### src/rtl/readout_scheduler.sv
// Readout sequencer for the impulse-counter bank: round-robin overflow service and ordered full dumps.
// Defining PERIODIC_DUMP_EN adds a free-running counter that requests a dump every DUMP_PERIOD cycles.

module readout_scheduler #(
  parameter int NUM_CH      = 9,
  parameter int DATA_W      = 12,
  parameter int SEL_W       = 4,
  parameter int GAP_CYCLES  = 2,
  parameter int DUMP_PERIOD = 1000
) (
  input  logic              clk,
  input  logic              reset,
  input  logic [NUM_CH-1:0] req,
  input  logic              start,
  output logic [SEL_W-1:0]  sel,
  output logic              load,
  output logic              shift_en,
  output logic [NUM_CH-1:0] clr,
  output logic              ch_done,
  output logic              busy
);

  localparam int BIT_W = (DATA_W > 1) ? $clog2(DATA_W) : 1;
  localparam int GAP_W = (GAP_CYCLES > 1) ? $clog2(GAP_CYCLES) : 1;
  localparam logic [SEL_W-1:0] LAST_SEL = SEL_W'(NUM_CH - 1);

  typedef enum logic [2:0] {IDLE, LOAD, SHIFT, CLEAR, GAP} state_t;

  state_t            state;
  logic [NUM_CH-1:0] req_q;
  logic [NUM_CH-1:0] pend;
  logic              dump_pend;
  logic              dump_mode;
  logic [SEL_W-1:0]  ptr;
  logic [BIT_W-1:0]  bit_cnt;
  logic [GAP_W-1:0]  gap_cnt;
  logic              period_wrap;

  logic [NUM_CH-1:0] rise;
  logic [NUM_CH-1:0] sel_onehot;
  logic [NUM_CH-1:0] clear_mask;
  logic [SEL_W-1:0]  rr_idx;
  logic [SEL_W-1:0]  sel_next;
  logic              rr_found;
  logic              word_end;
  logic              dump_take;

  // Source index arithmetic modulo NUM_CH; both operands are always below NUM_CH.
  function automatic logic [SEL_W-1:0] wrap_add(input logic [SEL_W-1:0] base,
                                                input logic [SEL_W-1:0] off);
    logic [SEL_W:0] sum;
    sum = {1'b0, base} + {1'b0, off};
    if (sum >= (SEL_W+1)'(NUM_CH)) sum = sum - (SEL_W+1)'(NUM_CH);
    return sum[SEL_W-1:0];
  endfunction

`ifdef PERIODIC_DUMP_EN
  localparam int PER_W = (DUMP_PERIOD > 1) ? $clog2(DUMP_PERIOD) : 1;

  logic [PER_W-1:0] period_cnt;

  assign period_wrap = (period_cnt == PER_W'(DUMP_PERIOD - 1));

  always_ff @(posedge clk) begin
    if (reset)            period_cnt <= '0;
    else if (period_wrap) period_cnt <= '0;
    else                  period_cnt <= period_cnt + 1'b1;
  end
`else
  // No periodic source in this build; DUMP_PERIOD stays referenced so both builds share one interface.
  assign period_wrap = (DUMP_PERIOD < 0);
`endif

  assign rise       = req & ~req_q;
  assign sel_onehot = NUM_CH'(1) << sel;
  assign clear_mask = (state == CLEAR) ? sel_onehot : '0;
  assign sel_next   = wrap_add(sel, SEL_W'(1));
  assign dump_take  = (state == IDLE) && dump_pend;
  assign word_end   = ((state == CLEAR) && (GAP_CYCLES == 0)) ||
                      ((state == GAP) && (gap_cnt == GAP_W'(GAP_CYCLES - 1)));

  always_comb begin
    // NOTE: every variable gets a default before any branch, so no path can infer a latch.
    rr_idx   = '0;
    rr_found = 1'b0;
    // Walk offsets from far to near so the nearest set bit at or after ptr wins.
    for (int i = NUM_CH - 1; i >= 0; i--) begin
      if (pend[wrap_add(ptr, SEL_W'(i))]) begin
        rr_idx   = wrap_add(ptr, SEL_W'(i));
        rr_found = 1'b1;
      end
    end
  end

  // NOTE: non-blocking assignments throughout, so every register samples pre-edge values.
  always_ff @(posedge clk) begin
    if (reset) begin
      state     <= IDLE;
      sel       <= '0;
      load      <= 1'b0;
      shift_en  <= 1'b0;
      clr       <= '0;
      ch_done   <= 1'b0;
      busy      <= 1'b0;
      req_q     <= '0;
      pend      <= '0;
      dump_pend <= 1'b0;
      dump_mode <= 1'b0;
      ptr       <= '0;
      bit_cnt   <= '0;
      gap_cnt   <= '0;
    end else begin
      req_q <= req;
      // A rising edge in the clearing cycle wins over the clear.
      pend <= (pend & ~clear_mask) | rise;
      // Taking a dump swallows any request arriving that same cycle; all others collapse into one.
      dump_pend <= dump_take ? 1'b0 : (dump_pend | start | period_wrap);

      case (state)
        IDLE: begin
          if (dump_pend) begin
            dump_mode <= 1'b1;
            sel       <= '0;
            load      <= 1'b1;
            busy      <= 1'b1;
            state     <= LOAD;
          end else if (rr_found) begin
            sel   <= rr_idx;
            load  <= 1'b1;
            busy  <= 1'b1;
            state <= LOAD;
          end
        end
        LOAD: begin
          load     <= 1'b0;
          shift_en <= 1'b1;
          bit_cnt  <= '0;
          state    <= SHIFT;
        end
        SHIFT: begin
          if (bit_cnt == BIT_W'(DATA_W - 1)) begin
            shift_en <= 1'b0;
            clr      <= sel_onehot;
            ch_done  <= 1'b1;
            state    <= CLEAR;
          end else begin
            bit_cnt <= bit_cnt + 1'b1;
          end
        end
        CLEAR: begin
          clr     <= '0;
          ch_done <= 1'b0;
          ptr     <= sel_next;
          gap_cnt <= '0;
          state   <= GAP;
        end
        GAP:     gap_cnt <= gap_cnt + 1'b1;
        default: state   <= IDLE;
      endcase

      // End of a word overrides the per-state next state (also covers a zero-length gap).
      if (word_end) begin
        if (dump_mode && (sel != LAST_SEL)) begin
          sel   <= sel_next;
          load  <= 1'b1;
          state <= LOAD;
        end else begin
          dump_mode <= 1'b0;
          busy      <= 1'b0;
          state     <= IDLE;
        end
      end
    end
  end

endmodule

### config.mk
export PLATFORM = sky130hd
export DESIGN_NAME = readout_scheduler
export DESIGN_NICKNAME = d
export VERILOG_FILES = /design/src/rtl/readout_scheduler.sv
export SDC_FILE = /design/constraint.sdc
export NUM_CORES = 1
export LEC_CHECK = 0
export BUFFER_PORTS_ARGS = -buffer_cell sky130_fd_sc_hd__buf_4
export CAP_MARGIN = 10
export CORE_MARGIN = 2
export CORE_UTILIZATION = 64
export DETAILED_ROUTE_END_ITERATION = 8
export GPL_TIMING_DRIVEN = 1
export PLACE_DENSITY = 0.93
export SLEW_MARGIN = 40
export SYNTH_ARGS = -nofsm -noshare
export SYNTH_HDL_FRONTEND = slang
export SYNTH_SLANG_ARGS = --single-unit
### constraint.sdc
create_clock -name clk -period 6.05 [get_ports clk]
set_clock_uncertainty 0.15 [all_clocks]
set_input_delay 0.605 -clock clk [delete_from_list [all_inputs] [get_ports clk]]
set_output_delay 0.605 -clock clk [all_outputs]
set_load 0.05 [all_outputs]
==> results of run 1 <==
==> synth_stat cells (6+ instances only) <==
| cell | number |
|---|---|
| nor2b_1 | 23 |
| mux2_2 | 10 |
| or2_2 | 7 |
| nand4_1 | 9 |
| a311oi_1 | 6 |
| nor2_1 | 69 |
| o211ai_1 | 9 |
| inv_1 | 22 |
| nand3_1 | 24 |
| and2_1 | 9 |
| nand3b_1 | 7 |
| a211oi_1 | 7 |
| nor3_1 | 26 |
| o22ai_1 | 9 |
| o31ai_1 | 8 |
| nand2_1 | 88 |
| ha_1 | 29 |
| a221oi_1 | 7 |
| nor3b_1 | 7 |
| buf_2 | 23 |
| clkbuf_1 | 23 |
| a22oi_1 | 12 |
| a21oi_1 | 57 |
| nand2b_1 | 17 |
| a31oi_1 | 20 |
| dfxtp_1 | 49 |
| a21o_1 | 11 |
| mux2i_1 | 19 |
| o21ai_0 | 38 |
| xnor2_1 | 16 |
==> final cells by class <==
class	instances	area (sq um)
Clock inverter	3	26.3
Multi-Input combinational cell	667	4520
Tap cell	108	135
Clock buffer	5	68.8
Fill cell	711	2680
Timing Repair Buffer	40	300
Sequential cell	49	982
Inverter	25	93.8
==> cell usage in the layout, fill, tap and decap left out, types with 8 or more instances in the layout <==
cell type,n
nand2_1,88
nand4_1,9
xnor2_1,16
nand2b_1,17
and2_1,9
buf_4,40
o22ai_1,9
a21oi_1,57
inv_1,22
a22oi_1,12
ha_1,28
mux2_2,10
a21o_1,11
dfxtp_1,48
nand3_1,24
nor3_1,26
nor2b_1,22
nor2_1,69
o31ai_1,8
o21ai_0,37
a31oi_1,20
mux2i_1,19
o211ai_1,9
==> flip-flops by register name, summed over array words and instances, names as in the netlist <==
register,count
ptr,4
dump_mode,1
shift_en,1
bit_cnt,4
load,1
clr,9
gap_cnt,1
pend,9
req_q,9
busy,1
sel,4
ch_done,1
dump_pend,1
state,3
==> routing by layer <==
layer / share of wire [%] / track usage, %
met1: 37 / 52.1
met2: 45 / 66.0
met3: 12 / 6.48
met4: 5.5 / 22.4
met5: 0 / 0
==> critical path: stages (launching register included) <==
cell and delay (ns):
dfxtp_2 0.34, inv_2 0.42, ha_1 0.53, buf_4 0.31, nor3b_1 0.30, nand3_1 0.19
nand3_2 0.18, mux2_2 0.35, a2111o_1 0.47, nand3_1 0.23, and3_1 0.28, o311ai_1 0.15
a311oi_1 0.29, o31ai_1 0.13, a32o_1 0.23
==> how the worst min path moves through the flow <==
stage          cells past startpoint         end
5_1_grt                            2        busy
2_1_floorplan                      2  bit_cnt[1]
3_3_place_gp                       2        busy
6_report                           2        busy
4_1_cts                            2        busy
3_5_place_dp                       2        busy
==> cells by family (layout without fill, tap and decap cells) <==
group                    Yosys count  in the layout  share of synthesized area, %
AND/OR/NAND/NOR                  315            315                          27.3
AO/OA/AOI/OAI                    267            267                          33.0
buffers and inverters             81             73                          6.46
flip-flops                        49             49                          16.7
multiplexers                      32             32                          6.18
adder cells (fa/ha/maj)           29             29                          6.18
XOR/XNOR                          24             24                          4.16
==> power by group <==
group          leakage (nW)  internal [mW]  switching [mW]  total, mW
combinational          1.81          0.651            1.17       1.82
sequential            0.403          0.371          0.0882      0.459
clock                0.0423         0.0843           0.124      0.208
==> stage by stage <==
| step | hold WS (ns) | instances | cell area, sq um |
|---|---|---|---|
| 2_1_floorplan | 0.299 | 797 | 5870 |
| 3_3_place_gp | 0.289 | 889 | 6020 |
| 3_5_place_dp | 0.298 | 889 | 6030 |
| 4_1_cts | 0.313 | 897 | 6120 |
| 5_1_grt | 0.328 | 897 | 6130 |
| 6_report | 0.309 | 897 | 6130 |
==> report_table.html, run 1 <==
<table>
<tr><th>Metric</th><th>Value</th></tr>
<tr><th colspan="2">Logic synthesis</th></tr>
<tr><td>Share of the synthesized area in the top cell type</td><td>16.7%</td></tr>
<tr><td>Yosys warning count</td><td>0</td></tr>
<tr><td>Post-synthesis instance area</td><td>0.00587 sq mm</td></tr>
<tr><td>Cell types occupying the most area after synthesis</td><td>dfxtp_1 (17%), ha_1 (6.2%), nand2_1 (5.6%)</td></tr>
<tr><td>Portion of the post-synthesis area used by sequential elements</td><td>16.7%</td></tr>
<tr><td>Biggest area consumer among synthesized cells</td><td>dfxtp_1</td></tr>
<tr><td>Net count after synthesis</td><td>838</td></tr>
<tr><td>Cell count after synthesis</td><td>797</td></tr>
<tr><td>Mean instance size in the synthesized netlist</td><td>7.37 sq um</td></tr>
<tr><td>Synth unique cells</td><td>100</td></tr>
<tr><td>Proportion of register bits with asynchronous set or reset after synthesis</td><td>0%</td></tr>
<tr><td>Number of enable flip-flop cells after synthesis</td><td>0</td></tr>
<tr><td>Flip-flop and latch count after synthesis</td><td>49</td></tr>
<tr><td>Synth Flop Type</td><td>dfxtp_1</td></tr>
<tr><th colspan="2">Floorplanning</th></tr>
<tr><td>Number of placement rows</td><td>34</td></tr>
<tr><td>Standard cell core area</td><td>0.00881 sq mm</td></tr>
<tr><td>Starting density of the core</td><td>66.7%</td></tr>
<tr><td>I/O pin count</td><td>29</td></tr>
<tr><td>Horizontal die dimension</td><td>99.8 um</td></tr>
<tr><td>Die outline height</td><td>99.8 um</td></tr>
<tr><td>Die area</td><td>0.00996 sq mm</td></tr>
<tr><th colspan="2">Detailed routing</th></tr>
<tr><td>Drt initial violations</td><td>955</td></tr>
<tr><td>Number of remaining DRC errors</td><td>1</td></tr>
<tr><td>Count of antenna-violating nets left after detailed routing</td><td>0</td></tr>
<tr><td>Via density</td><td>7.40</td></tr>
<tr><td>Detailed Routing Iterations Pass 1</td><td>9</td></tr>
<tr><td>Wire length reported by the detailed router</td><td>20,300 um</td></tr>
<tr><td>Routed vias</td><td>6,635</td></tr>
<tr><td>Mean routed wirelength per cell</td><td>22.7 um</td></tr>
<tr><th colspan="2">Clock tree</th></tr>
<tr><td>Post CTS Setup Buffer Count</td><td>0</td></tr>
<tr><td>Clock tree from TritonCTS</td><td>yes</td></tr>
<tr><td>H-tree depth reported by CTS</td><td>2</td></tr>
<tr><td>Root Buffer</td><td>clkbuf_8</td></tr>
<tr><td>Post-cts gate resize count</td><td>0</td></tr>
<tr><td>Clock buffer count from CTS</td><td>5</td></tr>
<tr><td>Maximum buffer depth of the clock tree</td><td>2</td></tr>
<tr><td>Clock latency reported for the late side of the worst-skew pair</td><td>0.32 ns</td></tr>
<tr><td>Number of buffers added to fix hold violations after cts</td><td>0</td></tr>
<tr><td>Clock Pin Slew Worst Setup and Hold Paths</td><td>0.09 ns</td></tr>
<tr><td>Clk sinks</td><td>49</td></tr>
<tr><th colspan="2">STA</th></tr>
<tr><td>Final cycle utilization of the critical path</td><td>77.1%</td></tr>
<tr><td>Setup violations, final</td><td>0</td></tr>
<tr><td>Worst Slack Setup Final</td><td>1.38 ns</td></tr>
<tr><td>Unrepaired setup endpoints after global routing</td><td>false</td></tr>
<tr><td>Worst slew margin</td><td>39.7%</td></tr>
<tr><td>Tightest Pin Transition</td><td>0.901 ns</td></tr>
<tr><td>Pins over their slew limit</td><td>0</td></tr>
<tr><td>Total negative slack for setup checks</td><td>0 ns</td></tr>
<tr><td>Highest attainable clock frequency</td><td>214 MHz</td></tr>
<tr><td>Final number of hold-violating endpoints</td><td>0</td></tr>
<tr><td>Period minus WS final</td><td>4.67 ns</td></tr>
<tr><th colspan="2">Setup path</th></tr>
<tr><td>Critical Path End Type</td><td>flip-flop</td></tr>
<tr><td>Crit path capture</td><td>sel[1]</td></tr>
<tr><td>Worst Path Max Fanout</td><td>26</td></tr>
<tr><td>Startpoint of the worst-slack reg-to-reg timing path</td><td>ptr[0]</td></tr>
<tr><td>Reg2Reg Depth</td><td>14</td></tr>
<tr><td>Worst EP required</td><td>6.11 ns</td></tr>
<tr><td>CP Launch Type</td><td>flip-flop</td></tr>
<tr><td>Crit Reg-Reg Endpoint</td><td>sel[1]</td></tr>
<tr><td>Crit path DAT</td><td>4.73 ns</td></tr>
<tr><td>Crit Path Category</td><td>reg -&gt; reg</td></tr>
<tr><td>First element of the critical path</td><td>ptr[0]</td></tr>
<tr><td>Register-to-register setup slack</td><td>1.38 ns</td></tr>
<tr><th colspan="2">Place</th></tr>
<tr><td>Post-detail-place hpwl</td><td>15,000 um</td></tr>
<tr><td>Setup Slack @ Placement</td><td>1.58 ns</td></tr>
<tr><td>Final estimated routing congestion in global placement</td><td>1.09</td></tr>
<tr><td># port buffers</td><td>28</td></tr>
<tr><th colspan="2">Pwr</th></tr>
<tr><td>Largest voltage drop on the vdd net</td><td>0.243 mV</td></tr>
<tr><td>Post-layout power</td><td>2.49 mW</td></tr>
<tr><td>P_leak</td><td>2.26 nW</td></tr>
<tr><td>Power per cell area</td><td>406 mW/mm^2</td></tr>
<tr><th colspan="2">Layout</th></tr>
<tr><td>Post-Route Utilization</td><td>69.6%</td></tr>
<tr><td>ANT cells</td><td>0</td></tr>
<tr><td>Synth-to-Final Area Change</td><td>4.35%</td></tr>
<tr><td>Share of layout cells above drive strength 1</td><td>13.1%</td></tr>
<tr><td>Count of nets after finishing</td><td>829</td></tr>
<tr><th colspan="2">Global route</th></tr>
<tr><td>Antenna violations before repair</td><td>0</td></tr>
<tr><td>Largest net degree at the start of global routing</td><td>55</td></tr>
<tr><td>Congestion Overflow GR</td><td>0</td></tr>
<tr><td>Global router's overall resource usage</td><td>40.8%</td></tr>
<tr><td>Wire length of the first global-routing pass</td><td>32,400 um</td></tr>
<tr><td>Via count of the first global-routing pass</td><td>6,210</td></tr>
<tr><th colspan="2">Run status</th></tr>
<tr><td>Run status</td><td>complete, but fails checks</td></tr>
<tr><td>Violated checks</td><td>DRC</td></tr>
<tr><th colspan="2">Hold path</th></tr>
<tr><td>Hold_sp</td><td>busy</td></tr>
<tr><td>Class of the most critical hold timing path</td><td>reg -&gt; reg</td></tr>
<tr><th colspan="2">Run</th></tr>
<tr><td>Max Cap Viol</td><td>0</td></tr>
</table>
(Power assumes the default switching activity.)
==> inputs of run 2 (changes only) <==
- CORE_UTILIZATION: 64 -> 57
- PLACE_DENSITY: 0.93 -> 0.88
- clock period: 6.05 -> 4.16 ns (I/O delays scaled with it)
==> run 2 against run 1 <==
  * The run now ends clean
  * Clock power is 73% higher
  * Die area is 12% higher
  * Sequential power grew 46%
  * Sequential share of layout area shrank 0.94 points
  * Clock-buffer cell count increased by 2
  * Flip-flop and latch count unchanged
  * Hold slack got worse by 0.13 ns
  * Largest power group unchanged
==> report_table.html, run 2 (synthesis gave the netlist of run 1 again) <==
<table>
<tr><th>Metric</th><th>Value</th></tr>
<tr><th colspan="2">STA</th></tr>
<tr><td>Final cycle utilization of the critical path</td><td>96.7%</td></tr>
<tr><td>Worst slew margin</td><td>48.5%</td></tr>
<tr><td>Pins over their slew limit</td><td>0</td></tr>
<tr><td>Worst Slack Setup Final</td><td>0.136 ns</td></tr>
<tr><td>Setup violations, final</td><td>0</td></tr>
<tr><td>Final number of hold-violating endpoints</td><td>0</td></tr>
<tr><td>Total negative slack for setup checks</td><td>0 ns</td></tr>
<tr><td>Period minus WS final</td><td>4.02 ns</td></tr>
<tr><td>Highest attainable clock frequency</td><td>248 MHz</td></tr>
<tr><td>Unrepaired setup endpoints after global routing</td><td>false</td></tr>
<tr><td>Tightest Pin Transition</td><td>0.772 ns</td></tr>
<tr><td>Worst hold margin</td><td>0.182 ns</td></tr>
<tr><th colspan="2">Setup path</th></tr>
<tr><td>Crit Path Category</td><td>reg -&gt; reg</td></tr>
<tr><td>Worst Path Max Fanout</td><td>14</td></tr>
<tr><td>Worst EP required</td><td>4.22 ns</td></tr>
<tr><td>CP Launch Type</td><td>flip-flop</td></tr>
<tr><td>Critical Path End Type</td><td>flip-flop</td></tr>
<tr><td>Crit path DAT</td><td>4.08 ns</td></tr>
<tr><th colspan="2">Layout</th></tr>
<tr><td>Non-Filler Cell Area, Final</td><td>0.00652 sq mm</td></tr>
<tr><td>Synth-to-Final Area Change</td><td>11.0%</td></tr>
<tr><td>ANT cells</td><td>0</td></tr>
<tr><td>Number of standard cells in the layout, taps in and fillers out</td><td>954</td></tr>
<tr><td>Most common cell after layout, fill and taps aside</td><td>nand2_1</td></tr>
<tr><td>Top Registers</td><td>clr x9, pend x9, req_q x9</td></tr>
<tr><td>Count of nets after finishing</td><td>858</td></tr>
<tr><td>Post-Route Utilization</td><td>64.3%</td></tr>
<tr><td>Share of layout cells above drive strength 1</td><td>17.1%</td></tr>
<tr><td>Most used cells in the layout excluding fill and tap cells</td><td>nand2_1 (88), nor2_1 (68), buf_4 (65)</td></tr>
<tr><th colspan="2">Clock tree</th></tr>
<tr><td>Clk sinks</td><td>49</td></tr>
<tr><td>Root Buffer</td><td>clkbuf_8</td></tr>
<tr><td>H-tree depth reported by CTS</td><td>2</td></tr>
<tr><td>Clock buffer count from CTS</td><td>5</td></tr>
<tr><td>Clock Pin Slew Worst Setup and Hold Paths</td><td>0.10 ns</td></tr>
<tr><td>Clock latency reported for the late side of the worst-skew pair</td><td>0.31 ns</td></tr>
<tr><td>Maximum buffer depth of the clock tree</td><td>2</td></tr>
<tr><td>Clock tree from TritonCTS</td><td>yes</td></tr>
<tr><th colspan="2">Global route</th></tr>
<tr><td>Global router's overall resource usage</td><td>34.1%</td></tr>
<tr><td>Via count of the first global-routing pass</td><td>6,156</td></tr>
<tr><td>Wire length of the first global-routing pass</td><td>30,900 um</td></tr>
<tr><td>Largest net degree at the start of global routing</td><td>48</td></tr>
<tr><td>Congestion Overflow GR</td><td>0</td></tr>
<tr><td>Antenna violations before repair</td><td>0</td></tr>
<tr><th colspan="2">Floorplanning</th></tr>
<tr><td>Number of placement rows</td><td>37</td></tr>
<tr><td>Starting density of the core</td><td>57.9%</td></tr>
<tr><td>Standard cell core area</td><td>0.0101 sq mm</td></tr>
<tr><td>Horizontal die dimension</td><td>105 um</td></tr>
<tr><td>I/O pin count</td><td>29</td></tr>
<tr><td>Die area</td><td>0.0111 sq mm</td></tr>
<tr><td>Die outline height</td><td>105 um</td></tr>
<tr><th colspan="2">Detailed routing</th></tr>
<tr><td>Detailed Routing Iterations Pass 1</td><td>8</td></tr>
<tr><td>Drt initial violations</td><td>938</td></tr>
<tr><td>Number of remaining DRC errors</td><td>0</td></tr>
<tr><td>Count of antenna-violating nets left after detailed routing</td><td>0</td></tr>
<tr><td>Routed vias</td><td>6,628</td></tr>
<tr><td>Wire length reported by the detailed router</td><td>18,900 um</td></tr>
<tr><td>Via density</td><td>6.95</td></tr>
<tr><td>Mean routed wirelength per cell</td><td>19.8 um</td></tr>
<tr><th colspan="2">Place</th></tr>
<tr><td>Setup Slack @ Placement</td><td>0.132 ns</td></tr>
<tr><td>Post-detail-place hpwl</td><td>13,700 um</td></tr>
<tr><td>Final estimated routing congestion in global placement</td><td>1.09</td></tr>
<tr><td># port buffers</td><td>28</td></tr>
<tr><td>Total placed instance area</td><td>0.00627 sq mm</td></tr>
<tr><td>Dpl cells</td><td>939</td></tr>
<tr><th colspan="2">Run status</th></tr>
<tr><td>Run status</td><td>complete, no violations</td></tr>
<tr><th colspan="2">Pwr</th></tr>
<tr><td>Post-layout power</td><td>3.87 mW</td></tr>
<tr><td>Largest voltage drop on the vdd net</td><td>0.367 mV</td></tr>
<tr><td>P_leak</td><td>2.45 nW</td></tr>
<tr><td>Power per cell area</td><td>594 mW/mm^2</td></tr>
<tr><th colspan="2">Run</th></tr>
<tr><td>Max Cap Viol</td><td>0</td></tr>
<tr><th colspan="2">Hold path</th></tr>
<tr><td>Class of the most critical hold timing path</td><td>in -&gt; reg</td></tr>
</table>
run 2: cell type report:
type / count / area, sq um
Timing Repair Buffer: 69 / 559
Multi-Input combinational cell: 667 / 4590
Clock inverter: 1 / 30.0
Inverter: 25 / 93.8
Fill cell: 808 / 3620
Sequential cell: 49 / 983
Clock buffer: 7 / 86.3
Tap cell: 136 / 170
run 2: worst max-delay path, stage by stage, from the launching register on:
cell	delay (ns)
dfxtp_1	0.36
clkinv_1	0.17
buf_6	0.22
ha_1	0.25
a21boi_4	0.26
xnor2_4	0.17
a21oi_4	0.30
mux2_4	0.35
a2111oi_4	0.38
a22oi_2	0.20
a2111oi_4	0.41
nand4_2	0.22
o21ai_4	0.28
a22oi_1	0.13
o41ai_1	0.08
run 2: final timing paths:
check / start / end / slack, ns / depth (start not counted)
worst max-delay path: ptr[1] / sel[0] / 0.14 / 14
worst min-delay path: req[2] / req_q[2] / 0.18 / 2
worst max register to register: ptr[1] / sel[0] / 0.14 / 14
worst min register to register: busy / busy / 0.30 / 2
run 2: power breakdown:
group | switching (mW) | internal, mW | leakage, nW
registers | 0.131 | 0.540 | 0.403
clock network | 0.164 | 0.196 | 0.0585
logic | 1.70 | 1.13 | 1.99
run 2: what timing repair did:
item	in CTS	in global routing
endpoints found under the setup margin	0	6
resized for setup	0	14
buffers inserted	0	7
hold buffers	0	0
run 2: per-layer routing:
metal  global-route usage [%]  share of wire (%)  routed length [um]  vias to the layer above
li1                         -                  -                   -                     3009
met1                     42.8                 38                7190                     2990
met3                     8.41                 12                2290                      115
met5                        0                  0                   0                        -
met4                     18.7                5.7                1090                        0
met2                     53.5                 44                8340                      514
